===== config.mk =====
export PLATFORM = sky130hd
export DESIGN_NAME = bin_to_bcd_seq
export DESIGN_NICKNAME = d
export VERILOG_FILES = /design/src/rtl/bin_to_bcd_seq_pkg.sv /design/src/rtl/bin_to_bcd_seq_add3.sv /design/src/rtl/bin_to_bcd_seq.sv
export SDC_FILE = /design/constraint.sdc
export NUM_CORES = 1
export LEC_CHECK = 0
export CAP_MARGIN = 15
export CORE_ASPECT_RATIO = 0.9
export CORE_MARGIN = 5
export CORE_UTILIZATION = 45
export CTS_CLUSTER_DIAMETER = 100
export DETAILED_ROUTE_END_ITERATION = 6
export GPL_TIMING_DRIVEN = 0
export PLACE_DENSITY = 0.77
export SLEW_MARGIN = 25
export SYNTH_ARGS = -nofsm -noshare
export SYNTH_HDL_FRONTEND = slang
export SYNTH_SLANG_ARGS = --single-unit

===== constraint.sdc =====
create_clock -name clk -period 1.35 [get_ports clk]
set_input_delay 0.3375 -clock clk [delete_from_list [all_inputs] [get_ports clk]]
set_output_delay 0.3375 -clock clk [all_outputs]
set_load 0.005 [all_outputs]

===== src/rtl/bin_to_bcd_seq_pkg.sv =====
// Shared types and constants for the sequential binary-to-BCD converter.
// Latency: none (declarations only).
// Backpressure: not applicable.
package bin2bcd_pkg;

   // Converter control states: waiting for input, shifting bits, holding result.
   typedef enum logic [1:0] {
      IDLE,
      SHIFT,
      DONE
   } state_t;

   // Code driven onto a blanked leading digit; the 7-segment decoder shows nothing for it.
   localparam logic [3:0] BCD_BLANK = 4'hF;

   // Bits per BCD digit.
   localparam int BCD_W = 4;

endpackage


===== src/rtl/bin_to_bcd_seq_add3.sv =====
// Double-dabble digit corrector: adds 3 to a BCD digit of 5 or more.
// Latency: combinational.
// Backpressure: not applicable.
module bcd_add3 (
   input  logic [3:0] d,
   output logic [3:0] q
);

   // A digit of 5..9 becomes 8..12, so the following shift carries into the next digit.
   assign q = (d >= 4'd5) ? (d + 4'd3) : d;

endmodule


===== src/rtl/bin_to_bcd_seq.sv =====
// Iterative double-dabble binary-to-BCD converter, one input bit per clock.
// Latency: out_valid rises BIN_W clocks after the accept edge; accepts are at least BIN_W+2 clocks apart.
// Backpressure: holds the result in DONE while out_ready=0; in_ready only in IDLE.
// Option: define BIN2BCD_LZ_BLANK_EN to replace leading zero digits (never digit 0) with 4'hF.
module bin_to_bcd_seq
   import bin2bcd_pkg::*;
#(
   parameter int BIN_W  = 8,
   parameter int DIGITS = 3
) (
   input  logic                      clk,
   input  logic                      rst,
   input  logic                      in_valid,
   output logic                      in_ready,
   input  logic [BIN_W-1:0]          in_bin,
   output logic                      out_valid,
   input  logic                      out_ready,
   output logic [BCD_W*DIGITS-1:0]   out_bcd,
   output logic                      ovf
);

   localparam int BCD_TW = BCD_W * DIGITS;
   localparam int CNT_W  = $clog2(BIN_W + 1);

   state_t              state;
   logic [BIN_W-1:0]    sr;
   logic [BCD_TW-1:0]   acc;
   logic [BCD_TW-1:0]   acc_corr;
   logic [BCD_TW-1:0]   acc_nxt;
   logic [BCD_TW-1:0]   bcd_fin;
   logic [BCD_TW-1:0]   bcd_q;
   logic [CNT_W-1:0]    cnt;
   logic                ovf_q;
   logic                vld_q;

   // One corrector per digit; digits are corrected independently with no carry between them.
   genvar g;
   for (g = 0; g < DIGITS; g++) begin : g_add3
      bcd_add3 u_add3 (
         .d (acc[g*BCD_W +: BCD_W]),
         .q (acc_corr[g*BCD_W +: BCD_W])
      );
   end

   // Corrected accumulator shifted left, taking in the next binary bit at the bottom.
   assign acc_nxt = {acc_corr[BCD_TW-2:0], sr[BIN_W-1]};

`ifdef BIN2BCD_LZ_BLANK_EN
   logic lead;

   // Blank leading zero digits above digit 0 on the value about to be presented.
   always_comb begin
      bcd_fin = acc_nxt;
      lead    = 1'b1;
      for (int i = DIGITS - 1; i >= 1; i--) begin
         if (lead && (acc_nxt[i*BCD_W +: BCD_W] == 4'd0)) begin
            bcd_fin[i*BCD_W +: BCD_W] = BCD_BLANK;
         end else begin
            lead = 1'b0;
         end
      end
   end
`else
   assign bcd_fin = acc_nxt;
`endif

   // Control FSM together with the datapath registers and the registered outputs.
   always_ff @(posedge clk) begin
      if (rst) begin
         state <= IDLE;
         vld_q <= 1'b0;
         bcd_q <= '0;
         ovf_q <= 1'b0;
         sr    <= '0;
         acc   <= '0;
         cnt   <= '0;
      end else begin
         case (state)
            IDLE: begin
               if (in_valid) begin
                  sr    <= in_bin;
                  acc   <= '0;
                  ovf_q <= 1'b0;
                  cnt   <= CNT_W'(BIN_W);
                  state <= SHIFT;
               end
            end
            SHIFT: begin
               acc <= acc_nxt;
               sr  <= sr << 1;
               // A bit leaving the top digit means the value needs more digits than we have.
               if (acc_corr[BCD_TW-1]) begin
                  ovf_q <= 1'b1;
               end
               cnt <= cnt - 1'b1;
               if (cnt == CNT_W'(1)) begin
                  state <= DONE;
                  vld_q <= 1'b1;
                  bcd_q <= bcd_fin;
               end
            end
            DONE: begin
               if (out_ready) begin
                  state <= IDLE;
                  vld_q <= 1'b0;
               end
            end
            default: begin
               state <= IDLE;
               vld_q <= 1'b0;
            end
         endcase
      end
   end

   assign in_ready  = (state == IDLE) && !rst;
   assign out_valid = vld_q;
   assign out_bcd   = bcd_q;
   // Overflow flag is only meaningful alongside a presented result.
   assign ovf       = ovf_q && vld_q;

endmodule


# ---- Word-level counts from Yosys, hierarchy flattened
# Index checks and enable logic that the tools add are counted.
dict set report totals {
  ff_bits 40
  out_inout_bits 15
  inputBits 12
  wordCells 51
}
dict set report classes {
  n_reduce_logical 10
  order_cmp 3
  n_eq_ne 7
  n_mux 19
  bitwise_logic 1
  n_addsub 4
}
# op n
set ops {}
lappend ops {{$pmux 12 s2} 1}
lappend ops {{$mux 4} 4}
lappend ops {{$pmux 8 s2} 1}
lappend ops {{$add 4x2->4 const B} 3}
lappend ops {{$ge 4x3->1 const B} 3}
lappend ops {{$mux 12} 1}
lappend ops {{$reduce_and 3->1} 3}
lappend ops {{$mux 8} 1}
lappend ops {{$pmux 4 s2} 1}
lappend ops {{$mux 2} 3}
lappend ops {{$ne 2x2->1 const B} 3}
lappend ops {{$pmux 2 s3} 1}
lappend ops {{$eq 4x1->1 const B} 1}
lappend ops {{$mux 1} 4}
lappend ops {{$reduce_and 2->1} 2}
lappend ops {{$sub 4x1->4 const B} 1}
lappend ops {{$pmux 1 s3} 1}
lappend ops {{$eq 2x1->1 const B} 1}
lappend ops {{$eq 2x2->1 const B} 1}
lappend ops {{$logic_and 1x1->1} 2}
lappend ops {{$logic_not 2->1} 1}
lappend ops {{$ne 2x1->1 const B} 1}
lappend ops {{$pmux 1 s2} 1}
lappend ops {{$reduce_bool 2->1} 1}
lappend ops {{2 further kinds} 2}

# ---- Logic depth before layout (Yosys ltp)
dict set report depth {
  depth_word 4
  depth_mapped 7
  ltp_nobuf 6
}

# ---- Cells and area by module
# Synthesis repeated with hierarchy kept, for this count alone.
dict set report unflattened {
  hier_cells 245
  hier_area_um2 2100.8
}
# module area_per_inst_um2 cells_each instances seq_area_each_um2
set by_module_without_submodules {}
lappend by_module_without_submodules {bin_to_bcd_seq 1796.7 197 1 800.8}
lappend by_module_without_submodules {bcd_add3 101.3 16 3 0.0}

# ---- Worst setup path before layout
# No wires, ideal clock.
dict set report synth_timing {
  path_type {register to register}
  start {register cnt[0]}
  end {register bcd_q[10] (netlist: out_bcd[10])}
  arrival_ns 1.268
  path_stages_with_launch 7
  required_ns 1.235
  period_less_slack_ns 1.384
  path_buffers 1
  setup_ns 0.115
  setup_slack_ns -0.034
  path_cell_list {dfxtp_1 -> ha_1 -> nor3b_2 -> nand2_2 -> buf_6 -> and3_1 -> a31o_1}
}
dict set report synth_via {
  elab_chain_cells 2
}
# item line
set synth_rtl {}
lappend synth_rtl {{from (decl)} bin_to_bcd_seq.sv:32} ;# logic [CNT_W-1:0] cnt;
lappend synth_rtl {{from (signal assigned)} bin_to_bcd_seq.sv:84} ;# cnt <= CNT_W'(BIN_W);
lappend synth_rtl {{from (signal assigned)} bin_to_bcd_seq.sv:95} ;# cnt <= cnt - 1'b1;
lappend synth_rtl {{$eq 4x1->1} bin_to_bcd_seq.sv:96} ;# if (cnt == CNT_W'(1)) begin
lappend synth_rtl {{$reduce_and 2->1 (no source line)} -}
lappend synth_rtl {{to (signal assigned)} bin_to_bcd_seq.sv:99} ;# bcd_q <= bcd_fin;
lappend synth_rtl {{to (decl)} bin_to_bcd_seq.sv:31} ;# logic [BCD_TW-1:0] bcd_q;
# Every way passes these cells.
# A chain may end at the register's enable or synchronous reset.

# ---- Worst setup path in the final report
dict set report layout_timing {
  start {register cnt[1]}
  end {register bcd_q[10] (netlist: out_bcd[10])}
}
# The elaborated chain is that of the path after synthesis.

==> summary.log <==
INFO  status         run_status=finished, violations left
INFO  status         violations=negative setup slack
INFO  global_route   vias_in_the_first_global_route=1751
INFO  pwr            vdd.ir_drop.worst=0.000832V
INFO  floorplan      design.core.area=4130um^2
INFO  run            max_cap_violations=0
INFO  place          placement_setup_slack=-0.965ns
INFO  pwr            leakage=0.00111uW
INFO  sta            count_of_endpoints_failing_hold_in_the_final_timing_report=0
INFO  finish         multi_input_comb_area=1300um^2
INFO  sta            timing.final.crit_share=1.12
INFO  sta            finalSetupTns=-1.13ns
INFO  synthesis      ys.warnings.count=0
INFO  synthesis      synth_async_sr_flop_share=0
INFO  setup_path     critical_path_class=register to register
INFO  setup_path     worst_path_dominant_cell_family=simple AND/OR/NAND/NOR gates
INFO  synthesis      syn-num-nets=232
INFO  global_route   grt_pass1_wl=8250um
INFO  setup_path     worst_ep_required_time=1.54ns
INFO  global_route   grt_start_max_net_pins=12
INFO  synthesis      synth.cell_area=1940um^2
INFO  place          numPortBuffers=26
INFO  finish         final_stage_net_count=288
INFO  floorplan      initial_core_utilization=0.471
INFO  synthesis      synth.yosys.seq_area_share=0.412
INFO  pwr            design_power_total=2490uW
INFO  synthesis      syn-mean-instance-area=9.17um^2
INFO  synthesis      syn_inst=212
INFO  global_route   antenna_found_initial=0
INFO  pwr            pwr_density_cell=873nW/um^2
INFO  floorplan      die_area=5740um^2
INFO  sta            min_period=1.51ns
INFO  min_path       hold_class=input port to register
INFO  finish         final_non_filler_cell_total=316
INFO  synthesis      postSynthRegisterBits=40
INFO  setup_path     crit_path_cell_trace=inv_2 -> ha_4 -> nor3b_4 -> nand2_2 -> buf_8 -> and3_4 -> a31o_1
INFO  finish         area_growth_syn_to_layout=47.0%
INFO  setup_path     critPathMaxStageDelay=0.33ns
INFO  floorplan      die_height=72.4um
INFO  routing        wirelength=5480um
INFO  floorplan      dieWidth=79.3um
INFO  routing        avgRoutedWirePerCell=17.3um
INFO  place          gp_routability_congestion=0.786
INFO  clock_network  cts-root-to-sink-buffers=2
INFO  floorplan      pin_count=27
INFO  setup_path     critical_path.n_buffers_inverters=2
INFO  sta            timing.slew.headroom=0.595
INFO  global_route   grt_overflow=0
INFO  finish         post_route_cells_drive_above_1_share=0.437
INFO  sta            clock.fmax=662MHz
INFO  finish         num-fill-cells=310
INFO  global_route   globalRouteTotalUtil=0.183
INFO  clock_network  clock_sinks=40
INFO  setup_path     crit_path_max_delay_cell_type=dfxtp_2
INFO  routing        drt-vias-per-instance=5.74
INFO  finish         antennaDiodeCount=0
INFO  clock_network  ctsHoldBuffers=0
INFO  routing        vias=1814
INFO  setup_path     crit_path_end_kind=register
INFO  setup_path     r2r_slack=-0.16ns
INFO  clock_network  clk_pin_slew=0.08ns
INFO  routing        drt-pass1-iter-count=4
INFO  sta            setup_repair_after_global_routing_missed_its_margin=yes
INFO  sta            post-route-worst-setup-slack=-0.159ns
INFO  routing        drtIter0Drc=104
INFO  setup_path     signal_arrival_time_at_the_worst_endpoint=1.70ns
INFO  floorplan      num_rows=22
INFO  clock_network  cts_root_buffer=clkbuf_8
INFO  place          place_inst=286
INFO  setup_path     critical_path_peak_fanout=7
INFO  finish         ff_latch_area=827um^2
INFO  sta            timing_max_transition_violations_final=0
INFO  routing        drcViolationCount=0
INFO  sta            tightest_slew=0.608ns
INFO  sta            report.final.setup_viol=16
INFO  synthesis      library_cells_used_by_synthesis=46
INFO  clock_network  htreeDepth=2
INFO  routing        ant_nets=0
INFO  place          dp_hpwl=3150um
INFO  clock_network  cts_tree=built
INFO  synthesis      yosys_most_used_dff=dfxtp_1
INFO  setup_path     start_kind=register
INFO  clock_network  cts_buffers=5
INFO  clock_network  clock_latency=0.30ns
INFO  sta            finalClockSkew=0.00452ns
INFO  synthesis      synth_enable_flop_cells=0
==> report_power, final <==
part | switching, uW | internal, uW
Combinational | 237 | 214
Sequential | 40.4 | 1230
Clock | 422 | 352
Total | 700 | 1790
==> placed cells by master (no fill, tap or decap), types with 4 or more instances in the layout <==
cell,n
a211oi_2,6
a21oi_1,8
a22o_1,5
a311oi_1,4
and3_4,4
buf_4,19
buf_6,8
clkbuf_8,5
clkdlybuf4s50_1,9
dfxtp_1,25
dfxtp_2,12
dlygate4sd2_1,14
ha_4,7
inv_1,5
nand2_1,16
nand2b_4,4
nand3_1,4
nor2_1,18
nor3_1,7
o21ai_0,6
o21ai_1,4
==> cell usage after synthesis, types with 3 or more instances <==
cell type	count	share of area
a211oi_1	7	0.027
a21oi_1	11	0.028
a21oi_2	3	0.014
a22o_1	5	0.023
a311oi_1	5	0.023
a31o_2	3	0.014
and3_1	5	0.016
buf_4	3	0.012
buf_6	4	0.023
dfxtp_1	40	0.41
ha_1	8	0.051
inv_1	11	0.021
mux2i_1	3	0.015
nand2_1	17	0.033
nand2b_1	3	0.0097
nand3_1	5	0.013
nor2_1	21	0.041
nor3_1	9	0.023
nor3b_1	5	0.019
o21ai_0	7	0.018
o21ai_1	4	0.010
o2bb2ai_1	3	0.014
xnor2_1	3	0.014
==> through the flow <==
step | hold slack [ns] | utilization | instance area [um^2]
after floorplan | 0.453 | - | 1980
after global placement | 0.445 | 0.556 | 2300
after detailed placement | 0.447 | 0.556 | 2300
after CTS | 0.464 | 0.642 | 2650
after global routing | 0.396 | 0.692 | 2860
final | 0.398 | 0.692 | 2860
==> what timing repair did <==
action	in CTS	in global routing
gates cloned	1	1
pin swaps	20	12
buffers inserted	14	7
resized for setup	72	37
setup endpoints to repair	49	32
==> cell type report <==
type / instances / area share
clock buffer: 6 / 0.0254
tap: 48 / 0.0210
timing repair buffer: 49 / 0.149
inverter: 11 / 0.0171
multi-input combinational: 150 / 0.455
buffer: 11 / 0.0407
clock inverter: 1 / 0.00175
sequential: 40 / 0.289
==> tightest hold or removal path, delay by kind of cell <==
family	cells	cell delay [ns]
AOI/OAI and AO/OA	1	0.11
buffers and inverters	1	0.13
and+or+nand+nor	1	0.08
==> final timing paths <==
path / startpoint / endpoint / cells past startpoint
worst max-delay path: cnt[1] / out_bcd[10] / 7
worst min-delay path: rst / acc[4] / 3
worst max register to register: cnt[1] / out_bcd[10] / 7
worst min register to register: out_bcd[0] / out_bcd[0] / 2
==> state kept, by name, indices dropped and copies added, names as in the netlist <==
name	cells
acc	12
cnt	4
out_bcd	12
out_valid	1
ovf_q	1
sr	8
state	2
==> routing by layer <==
layer / global-route usage / up-vias / part of all wire
met2: 0.290 / 53 / 0.48
met1: 0.235 / 881 / 0.45
met3: 0.0409 / 13 / 0.042
met5: 0 / - / 0
met4: 0.0916 / 0 / 0.021
li1: - / 867 / -
==> kinds of logic (layout without fill, tap and decap cells) <==
logic type | count (synthesis) | after routing | synth area share
buffers and inverters | 22 | 78 | 0.0650
and+or+nand+nor | 77 | 77 | 0.219
AOI/OAI and AO/OA | 59 | 59 | 0.223
muxes | 3 | 3 | 0.0154
DFF | 40 | 40 | 0.412
xor gates and xnor gates | 3 | 3 | 0.0135
adders and majority gates | 8 | 8 | 0.0515
(Power assumes the default switching activity.)
